--- config.mk ---
export PLATFORM = sky130hd
export DESIGN_NAME = seq_divider
export DESIGN_NICKNAME = d
export VERILOG_FILES = /design/src/rtl/seq_divider.sv
export SDC_FILE = /design/constraint.sdc
export NUM_CORES = 1
export LEC_CHECK = 0
export ABC_CLOCK_PERIOD_IN_PS = 2300
export CORE_MARGIN = 8
export CORE_UTILIZATION = 49
export DETAILED_ROUTE_END_ITERATION = 8
export PLACE_DENSITY = 0.81
export REMOVE_ABC_BUFFERS = 1
export SKIP_LAST_GASP = 1
export SLEW_MARGIN = 10
export SYNTH_ARGS = -nofsm -noshare
export SYNTH_HDL_FRONTEND = slang
export SYNTH_SLANG_ARGS = --single-unit
--- constraint.sdc ---
create_clock -name clk -period 2.3 [get_ports clk]
set_clock_uncertainty 0.05 [all_clocks]
set_input_delay 0.46 -clock clk [delete_from_list [all_inputs] [get_ports clk]]
set_output_delay 0.46 -clock clk [all_outputs]
set_load 0.05 [all_outputs]
--- src/rtl/seq_divider.sv ---
// Multicycle restoring unsigned divider: one trial subtraction per clock through
// a chain of 4-bit carry-lookahead slices, with a start/busy/done handshake.
module seq_divider #(
    parameter int WIDTH = 16
) (
    input  logic             clk,
    input  logic             rst,
    input  logic             start,
    input  logic [WIDTH-1:0] dividend,
    input  logic [WIDTH-1:0] divisor,
    output logic             busy,
    output logic             done,
    output logic [WIDTH-1:0] quotient,
    output logic [WIDTH-1:0] remainder,
    output logic             div_by_zero
);

    localparam int CW = (WIDTH > 2) ? $clog2(WIDTH) : 1;
    localparam int NS = WIDTH / 4;

    typedef enum logic [1:0] {
        IDLE = 2'd0,
        RUN  = 2'd1,
        DONE = 2'd2
    } state_t;

    state_t           state_r;
    logic [CW-1:0]    cnt_r;
    logic [WIDTH:0]   p_r;
    logic [WIDTH-1:0] q_r;
    logic [WIDTH-1:0] dvs_r;
    logic [WIDTH-1:0] quotient_r;
    logic [WIDTH-1:0] remainder_r;
    logic             busy_r;
    logic             done_r;
    logic             dbz_r;

    logic [WIDTH:0]   p_shift_s;
    logic [WIDTH:0]   diff_s;
    logic             no_borrow_s;
    logic [WIDTH:0]   next_p_s;
    logic [WIDTH-1:0] next_q_s;

    // 4-bit carry-lookahead slice, returns {carry_out, sum}.
    function automatic logic [4:0] cla4(input logic [3:0] a, input logic [3:0] b, input logic cin);
        logic [3:0] g;
        logic [3:0] p;
        logic [4:0] c;
        g    = a & b;
        p    = a ^ b;
        c[0] = cin;
        c[1] = g[0] | (p[0] & cin);
        c[2] = g[1] | (p[1] & g[0]) | (p[1] & p[0] & cin);
        c[3] = g[2] | (p[2] & g[1]) | (p[2] & p[1] & g[0]) | (p[2] & p[1] & p[0] & cin);
        c[4] = g[3] | (p[3] & g[2]) | (p[3] & p[2] & g[1]) | (p[3] & p[2] & p[1] & g[0])
             | (p[3] & p[2] & p[1] & p[0] & cin);
        return {c[4], p ^ c[3:0]};
    endfunction

    // Trial subtraction P_shifted - divisor as P_shifted + ~{0,divisor} + 1.
    always_comb begin
        logic       c_v;
        logic [4:0] sl_v;
        p_shift_s = {p_r[WIDTH-1:0], q_r[WIDTH-1]};
        diff_s    = {(WIDTH+1){1'b0}};
        c_v       = 1'b1;
        sl_v      = 5'd0;
        for (int i = 0; i < NS; i++) begin
            sl_v              = cla4(p_shift_s[4*i +: 4], ~dvs_r[4*i +: 4], c_v);
            diff_s[4*i +: 4]  = sl_v[3:0];
            c_v               = sl_v[4];
        end
        // Top bit adds the complemented zero extension (a constant 1).
        diff_s[WIDTH] = ~(p_shift_s[WIDTH] ^ c_v);
        no_borrow_s   = p_shift_s[WIDTH] | c_v;
        if (no_borrow_s) begin
            next_p_s = diff_s;
        end else begin
            next_p_s = p_shift_s;
        end
        next_q_s = {q_r[WIDTH-2:0], no_borrow_s};
    end

    // Control FSM, iteration datapath and registered result outputs.
    always_ff @(posedge clk) begin
        if (rst) begin
            state_r     <= IDLE;
            cnt_r       <= {CW{1'b0}};
            p_r         <= {(WIDTH+1){1'b0}};
            q_r         <= {WIDTH{1'b0}};
            dvs_r       <= {WIDTH{1'b0}};
            quotient_r  <= {WIDTH{1'b0}};
            remainder_r <= {WIDTH{1'b0}};
            busy_r      <= 1'b0;
            done_r      <= 1'b0;
            dbz_r       <= 1'b0;
        end else begin
            case (state_r)
                IDLE, DONE: begin
                    if (start) begin
                        if (divisor == {WIDTH{1'b0}}) begin
                            state_r     <= DONE;
                            busy_r      <= 1'b0;
                            done_r      <= 1'b1;
                            quotient_r  <= {WIDTH{1'b1}};
                            remainder_r <= dividend;
                            dbz_r       <= 1'b1;
                        end else begin
                            state_r <= RUN;
                            busy_r  <= 1'b1;
                            done_r  <= 1'b0;
                            dvs_r   <= divisor;
                            p_r     <= {(WIDTH+1){1'b0}};
                            q_r     <= dividend;
                            cnt_r   <= {CW{1'b0}};
                            dbz_r   <= 1'b0;
                        end
                    end else begin
                        state_r <= IDLE;
                        busy_r  <= 1'b0;
                        done_r  <= 1'b0;
                    end
                end
                RUN: begin
                    p_r   <= next_p_s;
                    q_r   <= next_q_s;
                    cnt_r <= cnt_r + CW'(1);
                    if (cnt_r == CW'(WIDTH - 1)) begin
                        state_r     <= DONE;
                        busy_r      <= 1'b0;
                        done_r      <= 1'b1;
                        quotient_r  <= next_q_s;
                        remainder_r <= next_p_s[WIDTH-1:0];
                    end else begin
                        state_r <= RUN;
                        busy_r  <= 1'b1;
                        done_r  <= 1'b0;
                    end
                end
                default: begin
                    state_r <= IDLE;
                    busy_r  <= 1'b0;
                    done_r  <= 1'b0;
                end
            endcase
        end
    end

    assign busy        = busy_r;
    assign done        = done_r;
    assign quotient    = quotient_r;
    assign remainder   = remainder_r;
    assign div_by_zero = dbz_r;

endmodule
==> out/results.md <==
| Result | Reported | Unit |
|:---|:---|:---|
| Outcome | finished with violations | - |
| Violations in the final reports | setup timing | - |
| Inserted Clock Buffers | 9 | - |
| Startpoint type of the worst setup path | flip-flop | - |
| GR Util All Layers | 0.225 | - |
| Worst reg-to-reg path cell count | 11 | - |
| Tcrit/Tclk final | 1.14 | - |
| Final Slew Violations | 0 | - |
| Share of the synthesized area in the top cell type | 0.390 | - |
| Final design instance area without fill | 6710 | µm² |
| Antenna Cells | 0 | - |
| Final setup vio count | 34 | - |
| Via count normalized by instance count | 5.97 | - |
| Buffering stage count on the worst path with inverters included | 3 | - |
| Routability Congestion | 0.920 | - |
| Router iterations before antenna repair | 5 | - |
| Via count of the first global-routing pass | 4948 | - |
| Synth cell types | 57 | - |
| # clock sinks | 87 | - |
| Most used cells in the layout excluding fill and tap cells | 87 x buf_4, 86 x nand2_1, 77 x dfxtp_1 | - |
| Capture endpoint of the worst hold path | dvs_r[6] | - |
| Area of the placeable core | 9020 | µm² |
| Most frequent standard cell in the layout excluding fill and tap cells | buf_4 | - |
| Highest ir drop seen on vdd | 571 | µV |
| Initial detailed-routing violation count | 324 | - |
| Kind of capture point of the worst setup path | flip-flop | - |
| Cells after DPL | 786 | - |
| Number of buffers inserted by port buffering | 69 | - |
| Worst flop-to-flop path startpoint | q_r[15] | - |
| Number of antenna violations at the first check in global routing | 0 | - |
| Util after Layout | 0.744 | - |
| Setup TNS | -6.08 | ns |
| Detailed-placement wirelength estimate | 9820 | µm |
| Ratio of cells with drive above 1 in the final layout | 0.288 | - |
| Per-cell routed wire length | 18.5 | µm |
| CTS clk-pin slew, worst paths | 0.10 | ns |
| Hold depth | 2 | - |
| Chip Width | 111 | µm |
| Clock latency at the later pin of the worst-skew pair | 0.36 | ns |
| Cell occurring most often along the worst timing path | o211ai_1 | - |
| Initial core utilization | 0.495 | - |
| Cells along the critical path | inv_1 -> ha_1 -> o21a_1 -> o221ai_4 -> nand2_4 -> buf_6 -> inv_4 -> fa_2 -> o211ai_1 -> o211ai_1 -> a21oi_1 | - |
| Async S/R FF share, synth | 0 | - |
| Overall power consumption | 0.00530 | W |
| Remaining global-route overflow | 0 | - |
| Data required time of the worst path | 2.54 | ns |
| Maximum capacitance violations | 0 | - |
| Highest cell delay on the worst timing path | 0.43 | ns |
| Detailed Route WL | 15100 | µm |
| Portion of the post-synthesis area used by sequential elements | 0.390 | - |
| Cell area after technology mapping | 4460 | µm² |
| Count of state elements after synthesis | 87 | - |
| Largest delay share family, worst path | compound AO/OA/AOI/OAI gates | - |
| Count of flip-flops with a built-in enable after synthesis | 0 | - |
| Power Density | 790 | nW/µm² |
| Maximum net fanout on the critical path | 3 | - |
| Synth Area per Inst | 8.11 | µm² |
| Height of the chip | 111 | µm |
| Slew of the pin with the lowest slew margin | 0.556 | ns |
| Worst hold-check path type | reg -> reg | - |
| Static Leak | 2.59 | nW |
| Number of design rule violations left after detail routing | 0 | - |
| Count of yosys warnings during synthesis | 0 | - |
| CTS tree | done | - |
| Peak Freq | 382 | MHz |
| Unrepaired setup endpoints after global routing | true | - |
| Fin cells | 816 | - |
| Full die area | 12400 | µm² |
| Hold-fix buffer count after cts | 0 | - |
| Layout-stage area growth over the synthesis result | 50.4 | % |
| Count of endpoints failing hold in the final timing report | 0 | - |
| Yosys top cell by area | dfxtp_1 | - |
| Buffer type at the clock tree root | clkbuf_8 | - |
| Boundary Pins | 70 | - |
| Global-route wire length before repair | 23500 | µm |
| Highest-delay cell along the critical path | fa_2 | - |
| Maximum number of pins on one net before global-route repair | 41 | - |
| Slew headroom | 0.629 | - |
| Number of standard cells after synthesis | 550 | - |
| Top cells by area, synth | dfxtp_1 39%, nand2_1 7.3%, nor2_1 5.5% | - |
| Post-route setup slack | -0.317 | ns |
| Startpoint of the most critical hold path | dvs_r[6] | - |
| Data arrival time of the worst path | 2.85 | ns |
| CTS HTree Levels | 3 | - |
| Maximum buffer depth of the clock tree | 2 | - |
| Number of nets still failing antenna checks after routing | 0 | - |
| Most used flip-flop cell after synthesis | dfxtp_1 | - |
| Cell area after placement | 5900 | µm² |
| Via count of the routed design | 4872 | - |
| Worst Path Class, Setup | reg -> reg | - |
| Endpoint of the worst register-to-register path | remainder[8] | - |
| Num rows | 35 | - |
| Count of nets after finishing | 756 | - |
| Post-layout min period | 2.62 | ns |
| Worst reg-to-reg setup slack | -0.32 | ns |
==> worst max-delay path by stage <==
stage	depth (start not counted)	startpoint	to
after floorplan	6	state_r[0]	remainder[15]
after global placement	9	divisor[3]	remainder[3]
after detailed placement	9	divisor[3]	remainder[3]
after CTS	10	dvs_r[1]	remainder[12]
after global routing	11	dvs_r[1]	remainder[8]
final	11	q_r[15]	remainder[8]
==> through the flow <==
| stage | hold WS [ns] | setup WS (ns) |
|---|---|---|
| after floorplan | 0.380 | -1.82 |
| after global placement | 0.396 | -0.385 |
| after detailed placement | 0.398 | -0.456 |
| after CTS | 0.411 | -0.187 |
| after global routing | 0.431 | -0.397 |
| final | 0.412 | -0.317 |
==> per-layer routing <==
metal	vias to the layer above	global-route usage	wire length [µm]
li1	2271	-	-
met1	2290	0.257	6010
met2	250	0.390	7420
met3	61	0.0446	1050
met4	0	0.112	617
met5	-	0	0
==> layout make-up <==
type | instances | area, µm²
clock buffers | 10 | 138
clock inverters | 6 | 75.1
fillers | 600 | 2310
inverters | 22 | 85.1
multi-input cells | 408 | 2880
flip-flops and latches | 87 | 1750
well taps | 111 | 139
repair buffers | 172 | 1640
==> worst reg2reg max path, stage by stage, from the launching register on <==
cell	delay (ns)
dfxtp_2	0.35
inv_1	0.05
ha_1	0.31
o21a_1	0.23
o221ai_4	0.28
nand2_4	0.11
buf_6	0.14
inv_4	0.04
fa_2	0.43
o211ai_1	0.17
o211ai_1	0.21
a21oi_1	0.18
==> cell families (layout without fill, tap and decap cells) <==
group / Yosys count / count (layout) / synth area share
and+or+nand+nor: 216 / 216 / 0.216
adders and majority gates: 21 / 21 / 0.0639
DFF: 87 / 87 / 0.390
buffers and inverters: 55 / 210 / 0.0519
xor gates and xnor gates: 9 / 9 / 0.0177
AOI/OAI and AO/OA: 152 / 152 / 0.232
muxes: 10 / 10 / 0.0280
==> cell usage after synthesis, types with 3 or more instances <==
| cell | instances |
|---|---|
| xor2_1 | 4 |
| xnor2_1 | 5 |
| o211ai_1 | 6 |
| clkbuf_1 | 25 |
| nand2_1 | 87 |
| ha_1 | 18 |
| o31a_1 | 3 |
| o21a_1 | 5 |
| nor3_1 | 16 |
| nand2b_1 | 5 |
| or4_1 | 3 |
| nand3_1 | 5 |
| mux2_4 | 5 |
| buf_2 | 5 |
| a21oi_2 | 8 |
| a21o_1 | 3 |
| fa_1 | 3 |
| nand4_1 | 7 |
| o21ai_0 | 22 |
| o21ai_1 | 5 |
| or3_1 | 9 |
| a32o_1 | 3 |
| inv_1 | 22 |
| a311oi_1 | 16 |
| dfxtp_1 | 87 |
| nor2_1 | 65 |
| nor4_1 | 6 |
| a21oi_1 | 43 |
| mux2i_1 | 5 |
| a211oi_1 | 17 |
==> state kept, by name, indices dropped and copies added, names as in the netlist <==
| name | count |
|---|---|
| dvs_r | 16 |
| p_r | 16 |
| remainder | 16 |
| cnt_r | 4 |
| state_r | 2 |
| q_r | 16 |
| quotient | 16 |
| div_by_zero | 1 |
==> report_power, final <==
group / total [W] / leakage [nW] / internal (W) / switching, W
logic: 0.00246 / 1.77 / 0.00122 / 0.00124
registers: 0.00167 / 0.713 / 0.00159 / 0.0000775
clock network: 0.00117 / 0.105 / 0.000550 / 0.000617
total: 0.00530 / 2.59 / 0.00336 / 0.00194
==> timing repair <==
item,CTS,global route
resized for setup,46,50
setup buffers,7,4
endpoints found under the setup margin,70,56
pin swaps,18,18
cloned,2,1
(Power assumes the default switching activity.)
